===== config.mk =====
export PLATFORM = sky130hd
export DESIGN_NAME = seq_addsub_cmp
export DESIGN_NICKNAME = d
export VERILOG_FILES = /design/src/rtl/seq_addsub_cmp_pkg.sv /design/src/rtl/seq_addsub_cmp_chunk_adder.sv /design/src/rtl/seq_addsub_cmp.sv
export SDC_FILE = /design/constraint.sdc
export NUM_CORES = 1
export LEC_CHECK = 0
export ABC_CLOCK_PERIOD_IN_PS = 5900
export BUFFER_PORTS_ARGS = -buffer_cell sky130_fd_sc_hd__buf_2
export CAP_MARGIN = 20
export CORE_MARGIN = 4
export CORE_UTILIZATION = 39
export CTS_BUF_LIST = sky130_fd_sc_hd__clkbuf_16
export DETAILED_ROUTE_END_ITERATION = 8
export GPL_ROUTABILITY_DRIVEN = 0
export HOLD_SLACK_MARGIN = 0.15
export PLACE_DENSITY = 0.66
export SYNTH_ARGS = -nofsm -noshare
export SYNTH_HDL_FRONTEND = slang
export SYNTH_SLANG_ARGS = --single-unit

===== constraint.sdc =====
create_clock -name clk -period 5.9 [get_ports clk]
set_clock_uncertainty 0.2 [all_clocks]
set_input_delay 0.885 -clock clk [delete_from_list [all_inputs] [get_ports clk]]
set_output_delay 0.885 -clock clk [all_outputs]
set_load 0.05 [all_outputs]

===== src/rtl/seq_addsub_cmp_pkg.sv =====
// Shared op encodings and FSM state type for the sliced add/subtract/compare unit.
package seq_addsub_cmp_pkg;

    localparam logic [1:0] OP_ADD  = 2'b00;
    localparam logic [1:0] OP_SUB  = 2'b01;
    localparam logic [1:0] OP_ADDC = 2'b10;
    localparam logic [1:0] OP_CMP  = 2'b11;

    typedef enum logic [1:0] {
        ST_IDLE = 2'b00,
        ST_RUN  = 2'b01,
        ST_DONE = 2'b10
    } state_t;

    function automatic logic is_sub(input logic [1:0] op);
        return (op == OP_SUB) || (op == OP_CMP);
    endfunction

endpackage


===== src/rtl/seq_addsub_cmp_chunk_adder.sv =====
// Combinational CHUNK-bit ripple adder; the top reuses one instance for every slice.
module chunk_adder #(
    parameter int CHUNK = 4
) (
    input  logic [CHUNK-1:0] a_i,
    input  logic [CHUNK-1:0] b_i,
    input  logic             cin_i,
    output logic [CHUNK-1:0] sum_o,
    output logic             cout_o
);

    logic [CHUNK:0] c;

    always_comb begin
        c     = '0;
        sum_o = '0;
        c[0]  = cin_i;
        for (int i = 0; i < CHUNK; i++) begin
            sum_o[i] = a_i[i] ^ b_i[i] ^ c[i];
            c[i+1]   = (a_i[i] & b_i[i]) | (c[i] & (a_i[i] ^ b_i[i]));
        end
        cout_o = c[CHUNK];
    end

endmodule


===== src/rtl/seq_addsub_cmp.sv =====
// Multi-cycle add/sub/compare, one CHUNK slice per clock with rippled carry.
// Result flags exist only when SEQ_ADDSUB_CMP_FLAGS_EN is defined; otherwise they read 0.
//   state   | meaning
//   IDLE    | waiting for start
//   RUN     | adding slice idx_q, NCHUNK cycles
//   DONE    | done pulse; start here chains straight into RUN
module seq_addsub_cmp
    import seq_addsub_cmp_pkg::*;
#(
    parameter int WIDTH = 16,
    parameter int CHUNK = 4
) (
    input  logic             clk,
    input  logic             reset,
    input  logic             start,
    input  logic [1:0]       op,
    input  logic [WIDTH-1:0] A,
    input  logic [WIDTH-1:0] B,
    input  logic             carry_in,
    output logic             busy,
    output logic             done,
    output logic [WIDTH-1:0] Sum,
    output logic             Cout,
    output logic             zero,
    output logic             neg,
    output logic             ovf,
    output logic             lt_u,
    output logic             lt_s
);

    localparam int NCHUNK = WIDTH / CHUNK;
    localparam int IW     = (NCHUNK > 1) ? $clog2(NCHUNK) : 1;

    if ((WIDTH % CHUNK) != 0) begin : g_width_check
        $error("seq_addsub_cmp: WIDTH must be a multiple of CHUNK");
    end

    state_t           state_q, state_d;
    logic [IW-1:0]    idx_q, idx_d;
    logic             carry_q, carry_d;
    logic [WIDTH-1:0] a_q, a_d, b_q, b_d, diff_q, diff_d;
    logic [1:0]       op_q, op_d;
    logic [WIDTH-1:0] sum_q;
    logic             cout_q;
    logic             load, finish;
    logic [CHUNK-1:0] slice_sum;
    logic             slice_cout;

    chunk_adder #(.CHUNK(CHUNK)) u_chunk_adder (
        .a_i    (a_q[int'(idx_q)*CHUNK +: CHUNK]),
        .b_i    (b_q[int'(idx_q)*CHUNK +: CHUNK]),
        .cin_i  (carry_q),
        .sum_o  (slice_sum),
        .cout_o (slice_cout)
    );

    always_comb begin
        state_d = state_q;
        idx_d   = idx_q;
        carry_d = carry_q;
        a_d     = a_q;
        b_d     = b_q;
        op_d    = op_q;
        diff_d  = diff_q;
        load    = 1'b0;
        finish  = 1'b0;
        case (state_q)
            ST_IDLE: load = start;
            ST_RUN: begin
                diff_d[int'(idx_q)*CHUNK +: CHUNK] = slice_sum;
                carry_d = slice_cout;
                idx_d   = idx_q + 1'b1;
                if (idx_q == IW'(NCHUNK - 1)) begin
                    state_d = ST_DONE;
                    finish  = 1'b1;
                end
            end
            ST_DONE: begin
                load    = start;
                state_d = ST_IDLE;
            end
            default: state_d = ST_IDLE;
        endcase
        if (load) begin
            state_d = ST_RUN;
            a_d     = A;
            b_d     = is_sub(op) ? ~B : B;
            op_d    = op;
            idx_d   = '0;
            diff_d  = '0;
            case (op)
                OP_ADD:  carry_d = 1'b0;
                OP_ADDC: carry_d = carry_in;
                default: carry_d = 1'b1;
            endcase
        end
    end

    always_ff @(posedge clk) begin
        if (reset) begin
            state_q <= ST_IDLE;
            idx_q   <= '0;
            carry_q <= 1'b0;
            a_q     <= '0;
            b_q     <= '0;
            op_q    <= OP_ADD;
            diff_q  <= '0;
            sum_q   <= '0;
            cout_q  <= 1'b0;
        end else begin
            state_q <= state_d;
            idx_q   <= idx_d;
            carry_q <= carry_d;
            a_q     <= a_d;
            b_q     <= b_d;
            op_q    <= op_d;
            diff_q  <= diff_d;
            if (finish) begin
                cout_q <= slice_cout;
                if (op_q != OP_CMP) sum_q <= diff_d;
            end
        end
    end

    assign busy = (state_q == ST_RUN);
    assign done = (state_q == ST_DONE);
    assign Sum  = sum_q;
    assign Cout = cout_q;

`ifdef SEQ_ADDSUB_CMP_FLAGS_EN
    logic zero_q, neg_q, ovf_q, lt_u_q, lt_s_q;
    logic ovf_d;

    // Overflow uses the stored B', so SUB/CMP see the inverted operand sign.
    assign ovf_d = (a_q[WIDTH-1] == b_q[WIDTH-1]) && (diff_d[WIDTH-1] != a_q[WIDTH-1]);

    always_ff @(posedge clk) begin
        if (reset) begin
            zero_q <= 1'b0;
            neg_q  <= 1'b0;
            ovf_q  <= 1'b0;
            lt_u_q <= 1'b0;
            lt_s_q <= 1'b0;
        end else if (finish) begin
            zero_q <= (diff_d == '0);
            neg_q  <= diff_d[WIDTH-1];
            ovf_q  <= ovf_d;
            lt_u_q <= is_sub(op_q) & ~slice_cout;
            lt_s_q <= is_sub(op_q) & (diff_d[WIDTH-1] ^ ovf_d);
        end
    end

    assign zero = zero_q;
    assign neg  = neg_q;
    assign ovf  = ovf_q;
    assign lt_u = lt_u_q;
    assign lt_s = lt_s_q;
`else
    assign zero = 1'b0;
    assign neg  = 1'b0;
    assign ovf  = 1'b0;
    assign lt_u = 1'b0;
    assign lt_s = 1'b0;
`endif

endmodule


=== Word-level counts from Yosys, hierarchy flattened ===
Index checks and enable logic that the tools add are counted.

* Logic and storage cells: 70
* Bits in registers: 72
* Output and inout bits: 24

* Reduce and logical (&&, ||, !) cells: 9
* Eq/ne operators: 10
* Muxes and demuxes: 13
* Bitwise operators: 22
* Shifts and indexed selects: 4
* $add $sub $neg: 2

{| class="wikitable"
|+ Operators by type and width
! operator !! count
|-
| $mux W16 || 3
|-
| $neg A4 Y33 || 1
|-
| $shift A4 B33 Y16 const A || 1
|-
| $shiftx A4 B33 Y16 || 1
|-
| $shiftx A16 B5 Y4 || 2
|-
| $bwmux W16 || 1
|-
| $not A16 Y16 || 1
|-
| $and A1 B1 Y1 || 8
|-
| $eq A2 B2 Y1 const B || 4
|-
| $xor A1 B1 Y1 || 8
|-
| $mux W1 || 6
|-
| $reduce_and A2 Y1 || 3
|-
| $eq A2 B1 Y1 const B || 2
|-
| $logic_not A2 Y1 || 2
|-
| $ne A2 B2 Y1 const B || 2
|-
| $or A1 B1 Y1 || 4
|-
| $pmux W2 S2 || 1
|-
| $reduce_or A2 Y1 || 2
|-
| $ne A3 B1 Y1 const B || 1
|-
| $add A2 B1 Y2 const B || 1
|-
| $mux W2 || 1
|-
| $ne A2 B1 Y1 const B || 1
|-
| $pmux W1 S2 || 1
|-
| $reduce_bool A2 Y1 || 1
|-
| other kinds (2) || 2
|}

=== Logic depth before layout (Yosys ltp) ===
Gate-level depths: netlist (run 1).

* Word-level depth: 13
* Depth in mapped cells: 13
* Depth with buffers taken out: 12

=== Modules after synthesis ===
Synthesis (run 1) repeated with hierarchy kept, for this count alone.

* Cells, all modules: 330
* Area total of the unflattened synthesis: 3281.9 um2

{| class="wikitable"
|+ By module, submodules not included
! module !! times used !! sequential area each (um2) !! cells an instance !! area each (um2)
|-
| seq_addsub_cmp || 1 || 1441.4 || 316 || 3164.3
|-
| chunk_adder || 1 || 0.0 || 14 || 117.6
|}

=== Worst setup path after synthesis (run 1) ===
No wires, ideal clock.

* Kind: register -> register
* Start: reg idx_q[0]
* End: reg sum_q[11] (netlist: Sum[11])
* Required time: 5.609 ns
* Arrival time: 2.936 ns
* Library setup time: 0.091 ns
* Period minus slack after synthesis: 3.227 ns
* Setup slack: 2.673 ns
* Cell stages (with the launch flop): 14
* Cell sequence: dfxtp_1 buf_4 mux4_2 inv_1 fa_1 inv_1 fa_1 inv_1 fa_1 inv_1 fa_1 nor2b_1 nand2_1 a311oi_1

* Cells in the longest elaborated chain, start to end: 13
* Elaborated cells on any way between the ends: 29

{| class="wikitable"
|+ RTL lines
! what !! line !! source
|-
| start, declared || seq_addsub_cmp.sv:39 || <nowiki>logic [IW-1:0] idx_q, idx_d;</nowiki>
|-
| start signal, assigned || seq_addsub_cmp.sv:112 || <nowiki>idx_q <= idx_d;</nowiki>
|-
| $shiftx A16 B5 Y4, on equally long branches || seq_addsub_cmp.sv:50, seq_addsub_cmp.sv:51 ||
|-
| $xor A1 B1 Y1 || seq_addsub_cmp_chunk_adder.sv:19, seq_addsub_cmp_chunk_adder.sv:20 ||
|-
| $and A1 B1 Y1 || seq_addsub_cmp_chunk_adder.sv:20 || <nowiki>c[i+1] = (a_i[i] & b_i[i]) | (c[i] & (a_i[i] ^ b_i[i]));</nowiki>
|-
| $or A1 B1 Y1 || seq_addsub_cmp_chunk_adder.sv:20 ||
|-
| $and A1 B1 Y1 || seq_addsub_cmp_chunk_adder.sv:20 ||
|-
| $or A1 B1 Y1 || seq_addsub_cmp_chunk_adder.sv:20 ||
|-
| $and A1 B1 Y1 || seq_addsub_cmp_chunk_adder.sv:20 ||
|-
| $or A1 B1 Y1 || seq_addsub_cmp_chunk_adder.sv:20 ||
|-
| $xor A1 B1 Y1 || seq_addsub_cmp_chunk_adder.sv:19 || <nowiki>sum_o[i] = a_i[i] ^ b_i[i] ^ c[i];</nowiki>
|-
| $shiftx A4 B33 Y16 || seq_addsub_cmp.sv:70 || <nowiki>diff_d[int'(idx_q)*CHUNK +: CHUNK] = slice_sum;</nowiki>
|-
| $bwmux W16 || seq_addsub_cmp.sv:70 ||
|-
| $mux W16 || seq_addsub_cmp.sv:67 || <nowiki>case (state_q)</nowiki>
|-
| $mux W16 || seq_addsub_cmp.sv:84 || <nowiki>if (load) begin</nowiki>
|-
| end signal, assigned || seq_addsub_cmp.sv:120 || <nowiki>if (op_q != OP_CMP) sum_q <= diff_d;</nowiki>
|-
| end, declared || seq_addsub_cmp.sv:43 || <nowiki>logic [WIDTH-1:0] sum_q;</nowiki>
|}

Several ways; a longest one is shown, not always the timed one.
A chain may end at the register's enable or synchronous reset.

=== Worst setup path in the final report (run 1) ===
Same ends and word-level chain as after synthesis.

==> results of run 1 <==
[per-stage QoR]
| step | cells | setup WS, ns | hold slack, ns | power (W) |
|---|---|---|---|---|
| 6_report | 518 | 2.15 | 0.253 | 0.00123 |
| 5_1_grt | 518 | 1.86 | 0.271 | 0.00128 |
| 4_1_cts | 518 | 2.10 | 0.252 | 0.00124 |
| 3_5_place_dp | 502 | 2.10 | 0.244 | 0.000667 |
| 3_3_place_gp | 502 | 2.23 | 0.239 | 0.000664 |
| 2_1_floorplan | 370 | 2.67 | 0.232 | 0.000632 |
[per-layer routing]
metal  vias up  share of wire  track usage
met5         -              0            0
met1      1158           0.46        0.189
met3         4          0.050       0.0498
met4         0         0.0055       0.0504
li1       1318              -            -
met2        58           0.48        0.232
[cell type report]
cell class                 instances  share of cell area
sequential                        72               0.373
inverter                          15              0.0146
timing repair buffer              57              0.0744
clock inverter                     7              0.0249
clock buffer                       9              0.0582
tap                              105              0.0340
multi-input combinational        253               0.421
[cells by family after synthesis]
kind of cell             count (synthesis)
AND/OR/NAND/NOR                        131
AO/OA/AOI/OAI                           82
flip-flops                              72
buffers and inverters                   45
XOR/XNOR                                17
adder cells (fa/ha/maj)                 10
multiplexers                             8
other                                    1
[flip-flops by register name, summed over array words and instances (netlist names)]
signal and cells:
a_q 16, Sum 16, Cout 1, carry_q 1, state_q 2, op_q 2
diff_q 16, idx_q 2, b_q 16
[synth_stat cells]
cell type / instances / area share
dfxtp_1: 72 / 0.44
nand2_1: 54 / 0.062
a21oi_1: 42 / 0.065
nor2_1: 41 / 0.047
a211oi_1: 19 / 0.044
xnor2_1: 17 / 0.046
inv_1: 15 / 0.017
clkbuf_1: 14 / 0.016
nand2b_1: 12 / 0.023
buf_2: 8 / 0.012
mux4_2: 8 / 0.055
a311oi_1: 7 / 0.019
buf_4: 7 / 0.016
ha_1: 6 / 0.023
nor2b_1: 6 / 0.012
nand3b_1: 5 / 0.012
a21o_1: 4 / 0.0092
fa_1: 4 / 0.025
o21ai_0: 4 / 0.0062
or3_1: 3 / 0.0058
a311oi_2: 2 / 0.0092
a31oi_1: 2 / 0.0038
nor3_1: 2 / 0.0031
nor3b_1: 2 / 0.0046
nor4_1: 2 / 0.0038
a21oi_2: 1 / 0.0027
a22oi_1: 1 / 0.0023
and3b_1: 1 / 0.0027
buf_1: 1 / 0.0012
conb_1: 1 / 0.0012
nand3_1: 1 / 0.0015
nor3_2: 1 / 0.0031
or3b_1: 1 / 0.0027
[how the worst max path moves through the flow]
stage	endpoint	slack [ns]
3_5_place_dp	Sum[11]	2.10
5_1_grt	Sum[15]	1.86
3_3_place_gp	Sum[11]	2.23
2_1_floorplan	Sum[11]	2.67
4_1_cts	Sum[11]	2.10
6_report	Sum[11]	2.15
[power by group through the flow]
stage	Clock (W)	Sequential [W]	Combinational, W
3_5_place_dp	0	0.000534	0.000133
5_1_grt	0.000601	0.000526	0.000149
2_1_floorplan	0	0.000526	0.000106
3_3_place_gp	0	0.000533	0.000131
4_1_cts	0.000586	0.000524	0.000133
6_report	0.000574	0.000523	0.000132
[worst max-delay path: cells and delay by family, from the launching register on]
kind,cells,cell delay [ns]
and+or+nand+nor,2,0.28
DFF,1,0.84
adders and majority gates,4,1.21
muxes,1,0.60
buffers and inverters,4,0.27
AOI/OAI and AO/OA,1,0.24
==> results.tsv, run 1 <==
metric	value	unit
clock_latency	0.33	ns
crit_path_end_kind	flop	
crit_start	idx_q[0]	
nNetsFinal	456	
grt-ovfl-total	0	
final_cell_area	3870	sq um
relSlewSlack	0.317	
avgSynthCellArea	8.89	sq um
ctsResizeCount	0	
drv_slew	0	
rsz0062_at_grt	no	
hold_depth	2	
crit_required	5.93	ns
die_h	99.3	um
power_switching	0.000298	W
route.detailed.drc	0	
drive_above_1_share	0.206	
diodes	0	
seq_area	1440	sq um
grt_max_degree	55	
cts.sinks	72	
critPathMaxFanout	16	
drtIter0Drc	62	
first_pass_iters	4	
synth_top_family_by_area	simple AND/OR/NAND/NOR gates	
fmax	0.267	GHz
synthSimpleGateAreaFrac	0.183	
crit_type	flop to flop	
synth_fa_ha_area_frac	0.0477	
antenna_found_initial	0	
combPwrFrac	0.107	
grt.total_usage	0.147	
synth_seq_cells	72	
p_sw_frac	0.242	
layout_commonest_cell	dfxtp_1	
cts_tree	built	
grt_pass1_wl	11.6	mm
fin_util	0.473	
clk_pin_slew	0.06	ns
r2r_cells	12	
layout_common_cells	dfxtp_1 (72), buf_2 (56), nand2_1 (54), a21oi_1 (42), nor2_1 (41)	
yosys-mux-area-fraction	0.0554	
syn_to_final_growth	18.9	%
vias	2538	
synth_compound_area_frac	0.161	
maxCapViolCount	0	
place_hpwl	4.86	mm
ys_seq_area_frac	0.443	
ys_types	33	
reg2reg_slack	2.15	ns
routed_wl	6.89	mm
core_area	8180	sq um
htreeDepth	3	
cts_root_buf	clkbuf_16	
setup_violations	0	
finalSetupTns	0	ns
period_share	0.635	
p_leak	1.54	nW
outcome	completed	
synthXorXnorAreaFrac	0.0458	
holdPathEnd	diff_q[0]	
cp_slowest_stage_delay	0.84	ns
multi_input_area	1630	sq um
drt-vias-per-instance	4.90	
hold_class	flop to flop	
fp.dieW	99.3	um
p_int	0.000932	W
die-area	9870	sq um
wl_per_cell	13.3	um
place_area	3550	sq um
pwr-share-clk	0.467	
worst_pin_slew	1.02	ns
ys_warn_count	0	
antenna_left	0	
hp-start	diff_q[0]	
synthCells	366	
first_global_vias	2532	
synthesis.area	3250	sq um
path_cells	mux4_2 > inv_1 > fa_1 > inv_1 > fa_1 > inv_1 > fa_1 > inv_1 > fa_1 > nor2b_1 > nand2_1 > a311oi_1	
postCtsSetupBuffers	0	
worstReg2RegStart	idx_q[0]	
ios	62	
crit_slowest_cell	dfxtp_1	
cts_buffer_depth	2	
cts_buffers	9	
fill_cells	814	
io_buffers	56	
fin_crit	3.75	ns
critPathLaunchType	flop	
initial_core_util	0.398	
vdd_drop_max	151	uV
finalHoldViolCount	0	
r2r-end	Sum[11]	
p_per_area	318	nW/um^2
pwr-share-seq	0.426	
arrival	3.78	ns
hold_buffers	0	
num_rows	33	
(Power assumes the default switching activity.)
==> run 2, diff against run 1 <==
--- a/config.mk
+++ b/config.mk
@@ -5,7 +5,7 @@
 export SDC_FILE = /design/constraint.sdc
 export NUM_CORES = 1
 export LEC_CHECK = 0
-export ABC_CLOCK_PERIOD_IN_PS = 5900
+export ABC_CLOCK_PERIOD_IN_PS = 3800
 export BUFFER_PORTS_ARGS = -buffer_cell sky130_fd_sc_hd__buf_2
 export CAP_MARGIN = 20
 export CORE_MARGIN = 4
==> constraint.sdc (replaced) <==
create_clock -name clk -period 3.8 [get_ports clk]
set_clock_uncertainty 0.2 [all_clocks]
set_input_delay 0.57 -clock clk [delete_from_list [all_inputs] [get_ports clk]]
set_output_delay 0.57 -clock clk [all_outputs]
set_load 0.05 [all_outputs]
==> run 2 against run 1 <==
Net effect: final cell count rose by 1.2%; largest cell class unchanged; critical path depth unchanged; combinational power increased by 61%; design area rose by 1.1%; total power up 54%; sequential power up 55%; maximum frequency up 13%; first-iteration DRC count up 13%; wire length increased by 3.0%; count of clock-buffer cells in the layout unchanged; die area unchanged.
==> results.tsv, run 2 (synthesized netlist as in run 1, its figures left out) <==
metric	value	unit	change
outcome	completed		unchanged
cts_buffers	9		unchanged
grt.total_usage	0.150		was 0.147
crit_required	3.84	ns	was 5.93 ns
fin_total_pwr	0.00190	W	was 0.00123 W
cp_slowest_stage_delay	0.55	ns	was 0.84 ns
r2r_cells	12		unchanged
first_pass_iters	4		unchanged
die_h	99.3	um	unchanged
ctsResizeCount	0		unchanged
ios	62		unchanged
route.detailed.drc	0		unchanged
final_cells	524		was 518
cts_root_buf	clkbuf_16		unchanged
critPathLaunchType	flop		unchanged
fmax	0.301	GHz	was 0.267 GHz
worstReg2RegStart	idx_q[0]		unchanged
clk_pin_slew	0.06	ns	about the same
io_buffers	56		unchanged
holdPathEnd	a_q[10]		was diff_q[0]
hold_class	flop to flop		unchanged
cts.sinks	72		unchanged
worst_pin_slew	1.03	ns	was 1.02 ns
grt-ovfl-total	0		unchanged
fp.dieW	99.3	um	unchanged
finalHoldViolCount	0		unchanged
num_rows	33		unchanged
clock_latency	0.33	ns	about the same
antenna_found_initial	0		unchanged
grt_max_degree	52		was 55
place_area	3580	sq um	was 3550 sq um
arrival	3.37	ns	was 3.78 ns
r2r-end	Sum[11]		unchanged
crit_slowest_cell	mux4_2		was dfxtp_1
fin_crit	3.33	ns	was 3.75 ns
relSlewSlack	0.309		was 0.317
drt-vias-per-instance	4.87		was 4.90
htreeDepth	3		unchanged
maxCapViolCount	0		unchanged
grt_pass1_wl	11.8	mm	was 11.6 mm
drive_above_1_share	0.215		was 0.206
die-area	9870	sq um	unchanged
nNetsFinal	462		was 456
path_cells	mux4_2 > inv_1 > fa_1 > inv_1 > fa_1 > inv_1 > fa_1 > inv_1 > fa_1 > nor2b_1 > nand2_1 > a311oi_1		unchanged
reg2reg_slack	0.47	ns	was 2.15 ns
hp-start	a_q[10]		was diff_q[0]
vias	2552		was 2538
hold_buffers	0		unchanged
cts_buffer_depth	2		unchanged
diodes	0		unchanged
p_leak	1.57	nW	was 1.54 nW
layout_common_cells	dfxtp_1 (72), buf_2 (56), nand2_1 (54), a21oi_1 (42), nor2_1 (41)		unchanged
first_global_vias	2474		was 2532
placedCellCount	507		was 502
crit_path_end_kind	flop		unchanged
p_per_area	485	nW/um^2	was 318 nW/um^2
worst-path-buf-inv	4		unchanged
period_share	0.875		was 0.635
initial_core_util	0.398		unchanged
drtIter0Drc	70		was 62
crit_family	adder cells		unchanged
antenna_left	0		unchanged
layout_commonest_cell	dfxtp_1		unchanged
setup_violations	0		unchanged
hold_depth	2		unchanged
cts_tree	built		unchanged
rsz0062_at_grt	no		unchanged
drv_slew	0		unchanged
critPathMaxFanout	6		was 16
finalSetupTns	0	ns	unchanged
routed_wl	7.09	mm	was 6.89 mm
core_area	8180	sq um	unchanged
place_hpwl	5.17	mm	was 4.86 mm
final_cell_area	3910	sq um	was 3870 sq um
crit_type	flop to flop		unchanged
syn_to_final_growth	20.2	%	was 18.9%
postCtsSetupBuffers	0		unchanged
wl_per_cell	13.5	um	was 13.3 um
fin_util	0.478		was 0.473
vdd_drop_max	237	uV	was 151 uV
[run 2: cell types whose count changed in the layout (fill, tap and decap cells not counted), sizes merged]
| cell | delta |
|---|---|
| buf | +6 |
| clkinv | -1 |
| inv | +1 |
[run 2: how the worst max path moves through the flow]
stage                         from  endpoint  slack, ns  cells past startpoint
after floorplan           idx_q[0]   Sum[11]       0.57                     13
after global placement    idx_q[0]   Sum[11]       0.54                     12
after detailed placement  idx_q[0]   Sum[11]       0.46                     12
after CTS                 idx_q[0]   Sum[11]       0.45                     12
after global routing      idx_q[0]    Sum[7]       0.26                     12
final                     idx_q[0]   Sum[11]       0.47                     12
[run 2: routing by layer]
layer  GRT usage  vias up  share of wire  wire [um]
met5           0        -              0          0
met4      0.0441        0          0.011         78
met3      0.0547        9          0.071        505
met2       0.233       74           0.47       3310
met1       0.195     1146           0.45       3200
li1            -     1323              -          -
[run 2: worst min-delay path, cell delays in order, from the launching register on]
cell and delay [ns]:
dfxtp_1 0.30, nand2_1 0.05, a21oi_1 0.05
[run 2: final cells by class]
type / count / area [sq um]
Inverter: 15 / 56.3
Clock buffer: 9 / 225
Sequential cell: 72 / 1440
Clock inverter: 7 / 87.6
Multi-Input combinational cell: 253 / 1630
Tap cell: 105 / 131
Fill cell: 808 / 4260
Timing Repair Buffer: 63 / 340
[run 2: where the power goes]
group	internal (W)	switching, W	leakage (nW)
Sequential	0.000788	0.0000208	0.587
Combinational	0.0000881	0.000125	0.835
Clock	0.000568	0.000307	0.150
Total	0.00144	0.000453	1.57
[run 2: per-stage QoR]
step / setup WS [ns] / hold WS (ns)
2_1_floorplan: 0.573 / 0.232
3_3_place_gp: 0.545 / 0.238
3_5_place_dp: 0.462 / 0.248
4_1_cts: 0.446 / 0.253
5_1_grt: 0.262 / 0.276
6_report: 0.474 / 0.251
==> run 3, diff against run 2 <==
--- a/config.mk
+++ b/config.mk
@@ -15,6 +15,7 @@
 export GPL_ROUTABILITY_DRIVEN = 0
 export HOLD_SLACK_MARGIN = 0.15
 export PLACE_DENSITY = 0.66
+export RECOVER_POWER = 100
 export SYNTH_ARGS = -nofsm -noshare
 export SYNTH_HDL_FRONTEND = slang
 export SYNTH_SLANG_ARGS = --single-unit
==> run 3 against run 2 <==
Net effect: the run now ends with max-capacitance violations, max-slew violations left; utilization fell by 0.47 points; sequential cell count unchanged; final cell count is the same; register-to-register slack about the same; clock power about the same; design area is 0.99% lower; count of clock-buffer cells in the layout unchanged; wire length is 0.66% higher; maximum frequency barely moved; via count unchanged; critical path type unchanged; largest cell class unchanged.
==> results.tsv, run 3 (synthesized netlist as in run 1, its figures left out) <==
metric	value	unit	change
critPathLaunchType	flop		unchanged
cts_buffer_depth	2		unchanged
route.detailed.drc	0		unchanged
grt.total_usage	0.150		unchanged
ctsResizeCount	0		unchanged
cts.sinks	72		unchanged
pwr-share-seq	0.426		about the same
relSlewSlack	-0.222		was 0.309
cts_root_buf	clkbuf_16		unchanged
p_per_area	490	nW/um^2	was 485 nW/um^2
r2r-end	Sum[11]		unchanged
cp_slowest_stage_delay	0.55	ns	about the same
finalSetupTns	0	ns	unchanged
fmax	0.301	GHz	about the same
power_switching	0.000453	W	about the same
arrival	3.37	ns	about the same
p_leak	1.48	nW	was 1.57 nW
antenna_found_initial	0		unchanged
combPwrFrac	0.112		about the same
worst-path-buf-inv	4		unchanged
fp.dieW	99.3	um	unchanged
cts_buffers	9		unchanged
cts_tree	built		unchanged
setup_ws	0.473	ns	was 0.474 ns
drt-vias-per-instance	4.87		unchanged
vdd_drop_max	237	uV	about the same
nNetsFinal	462		unchanged
worstReg2RegStart	idx_q[0]		unchanged
fin_total_pwr	0.00190	W	about the same
first_global_vias	2474		unchanged
drtIter0Drc	69		was 70
drv_slew	52		was 0
io_buffers	56		unchanged
hold_class	flop to flop		unchanged
place_hpwl	5.17	mm	unchanged
die-area	9870	sq um	unchanged
fin_util	0.474		was 0.478
clk_pin_slew	0.06	ns	about the same
grt_pass1_wl	11.8	mm	unchanged
num_rows	33		unchanged
crit_slowest_cell	mux4_2		unchanged
routed_wl	7.14	mm	was 7.09 mm
pre_cts_ws	0.462	ns	unchanged
critPathMaxFanout	6		unchanged
hold_buffers	0		unchanged
ios	62		unchanged
fin_crit	3.33	ns	about the same
htreeDepth	3		unchanged
crit_required	3.84	ns	about the same
vias	2552		unchanged
wl_per_cell	13.6	um	was 13.5 um
finalHoldViolCount	0		unchanged
period_share	0.876		was 0.875
reg2reg_slack	0.47	ns	about the same
initial_core_util	0.398		unchanged
layout_common_cells	dfxtp_1 (72), nand2_1 (54), a21oi_1 (42), nor2_1 (41), buf_2 (37)		was dfxtp_1 (72), buf_2 (56), nand2_1 (54), a21oi_1 (42), nor2_1 (41)
worst_pin_slew	1.82	ns	was 1.03 ns
fill_cells	815		was 808
p_sw_frac	0.239		about the same
drive_above_1_share	0.165		was 0.215
violations	max-capacitance violations, max-slew violations		
postCtsSetupBuffers	0		unchanged
outcome	finished, violations left		was completed
rsz0062_at_grt	no		unchanged
maxCapViolCount	1		was 0
die_h	99.3	um	unchanged
grt-ovfl-total	0		unchanged
crit_family	adder cells		unchanged
syn_to_final_growth	19.0	%	was 20.2%
layout_commonest_cell	dfxtp_1		unchanged
r2r_cells	12		unchanged
place_area	3580	sq um	unchanged
cp-endpoint	Sum[11]		unchanged
grt_max_degree	52		unchanged
crit_start	idx_q[0]		unchanged
core_area	8180	sq um	unchanged
path_depth	12		unchanged
clock_latency	0.33	ns	about the same
p_int	0.00144	W	about the same
final_cell_area	3870	sq um	was 3910 sq um
first_pass_iters	4		unchanged
antenna_left	0		unchanged
crit_path_end_kind	flop		unchanged
crit_type	flop to flop		unchanged
pwr-share-clk	0.461		about the same
path_cells	mux4_2 > inv_1 > fa_1 > inv_1 > fa_1 > inv_1 > fa_1 > inv_1 > fa_1 > nor2b_1 > nand2_1 > a311oi_1		unchanged
setup_violations	0		unchanged
diodes	0		unchanged
[run 3: cell types whose count changed in the layout (fill, tap and decap cells not counted)]
cell	change
a311oi_1	+1
a311oi_2	-1
buf_2	-19
buf_4	-1
clkbuf_1	+20
nor2b_2	+1
nor2b_4	-1
[run 3: layer usage]
metal | wire [um] | share of wire | vias to the layer above | GRT usage
met1 | 3250 | 0.46 | 1151 | 0.195
met2 | 3300 | 0.46 | 67 | 0.233
met4 | 76 | 0.011 | 0 | 0.0441
met3 | 510 | 0.071 | 10 | 0.0547
li1 | - | - | 1324 | -
met5 | 0 | 0 | - | 0
[run 3: worst min-delay path by stage]
stage	cells after the start	startpoint	endpoint
6_report	2	a_q[10]	a_q[10]
5_1_grt	2	diff_q[15]	diff_q[15]
3_5_place_dp	2	diff_q[9]	diff_q[9]
2_1_floorplan	2	diff_q[0]	diff_q[0]
4_1_cts	2	a_q[10]	a_q[10]
3_3_place_gp	2	diff_q[2]	diff_q[2]
[run 3: area by class of cell]
type | instances | area, sq um | area share
Multi-Input combinational cell | 253 | 1620 | 0.418
Sequential cell | 72 | 1440 | 0.372
Timing Repair Buffer | 63 | 313 | 0.0808
Clock buffer | 9 | 225 | 0.0582
Tap cell | 105 | 131 | 0.0339
Inverter | 15 | 56.3 | 0.0145
Clock inverter | 7 | 87.6 | 0.0226
[run 3: tightest hold or removal path, cell delays in order, from the launching register on]
cell and delay [ns]:
dfxtp_1 0.30, nand2_1 0.05, a21oi_1 0.05
[run 3: per-stage QoR]
step | hold WS, ns | cells
global route | 0.276 | 524
floorplan | 0.232 | 370
global placement | 0.238 | 507
detailed placement | 0.248 | 507
CTS | 0.253 | 523
finish | 0.251 | 524
[run 3: power by group through the flow]
| stage | logic (W) | registers, W | clock network (W) |
|---|---|---|---|
| 6_report | 0.000213 | 0.000809 | 0.000875 |
| 5_1_grt | 0.000238 | 0.000813 | 0.000922 |
| 4_1_cts | 0.000216 | 0.000809 | 0.000893 |
| 3_5_place_dp | 0.000215 | 0.000826 | 0 |
| 3_3_place_gp | 0.000211 | 0.000825 | 0 |
| 2_1_floorplan | 0.000165 | 0.000817 | 0 |
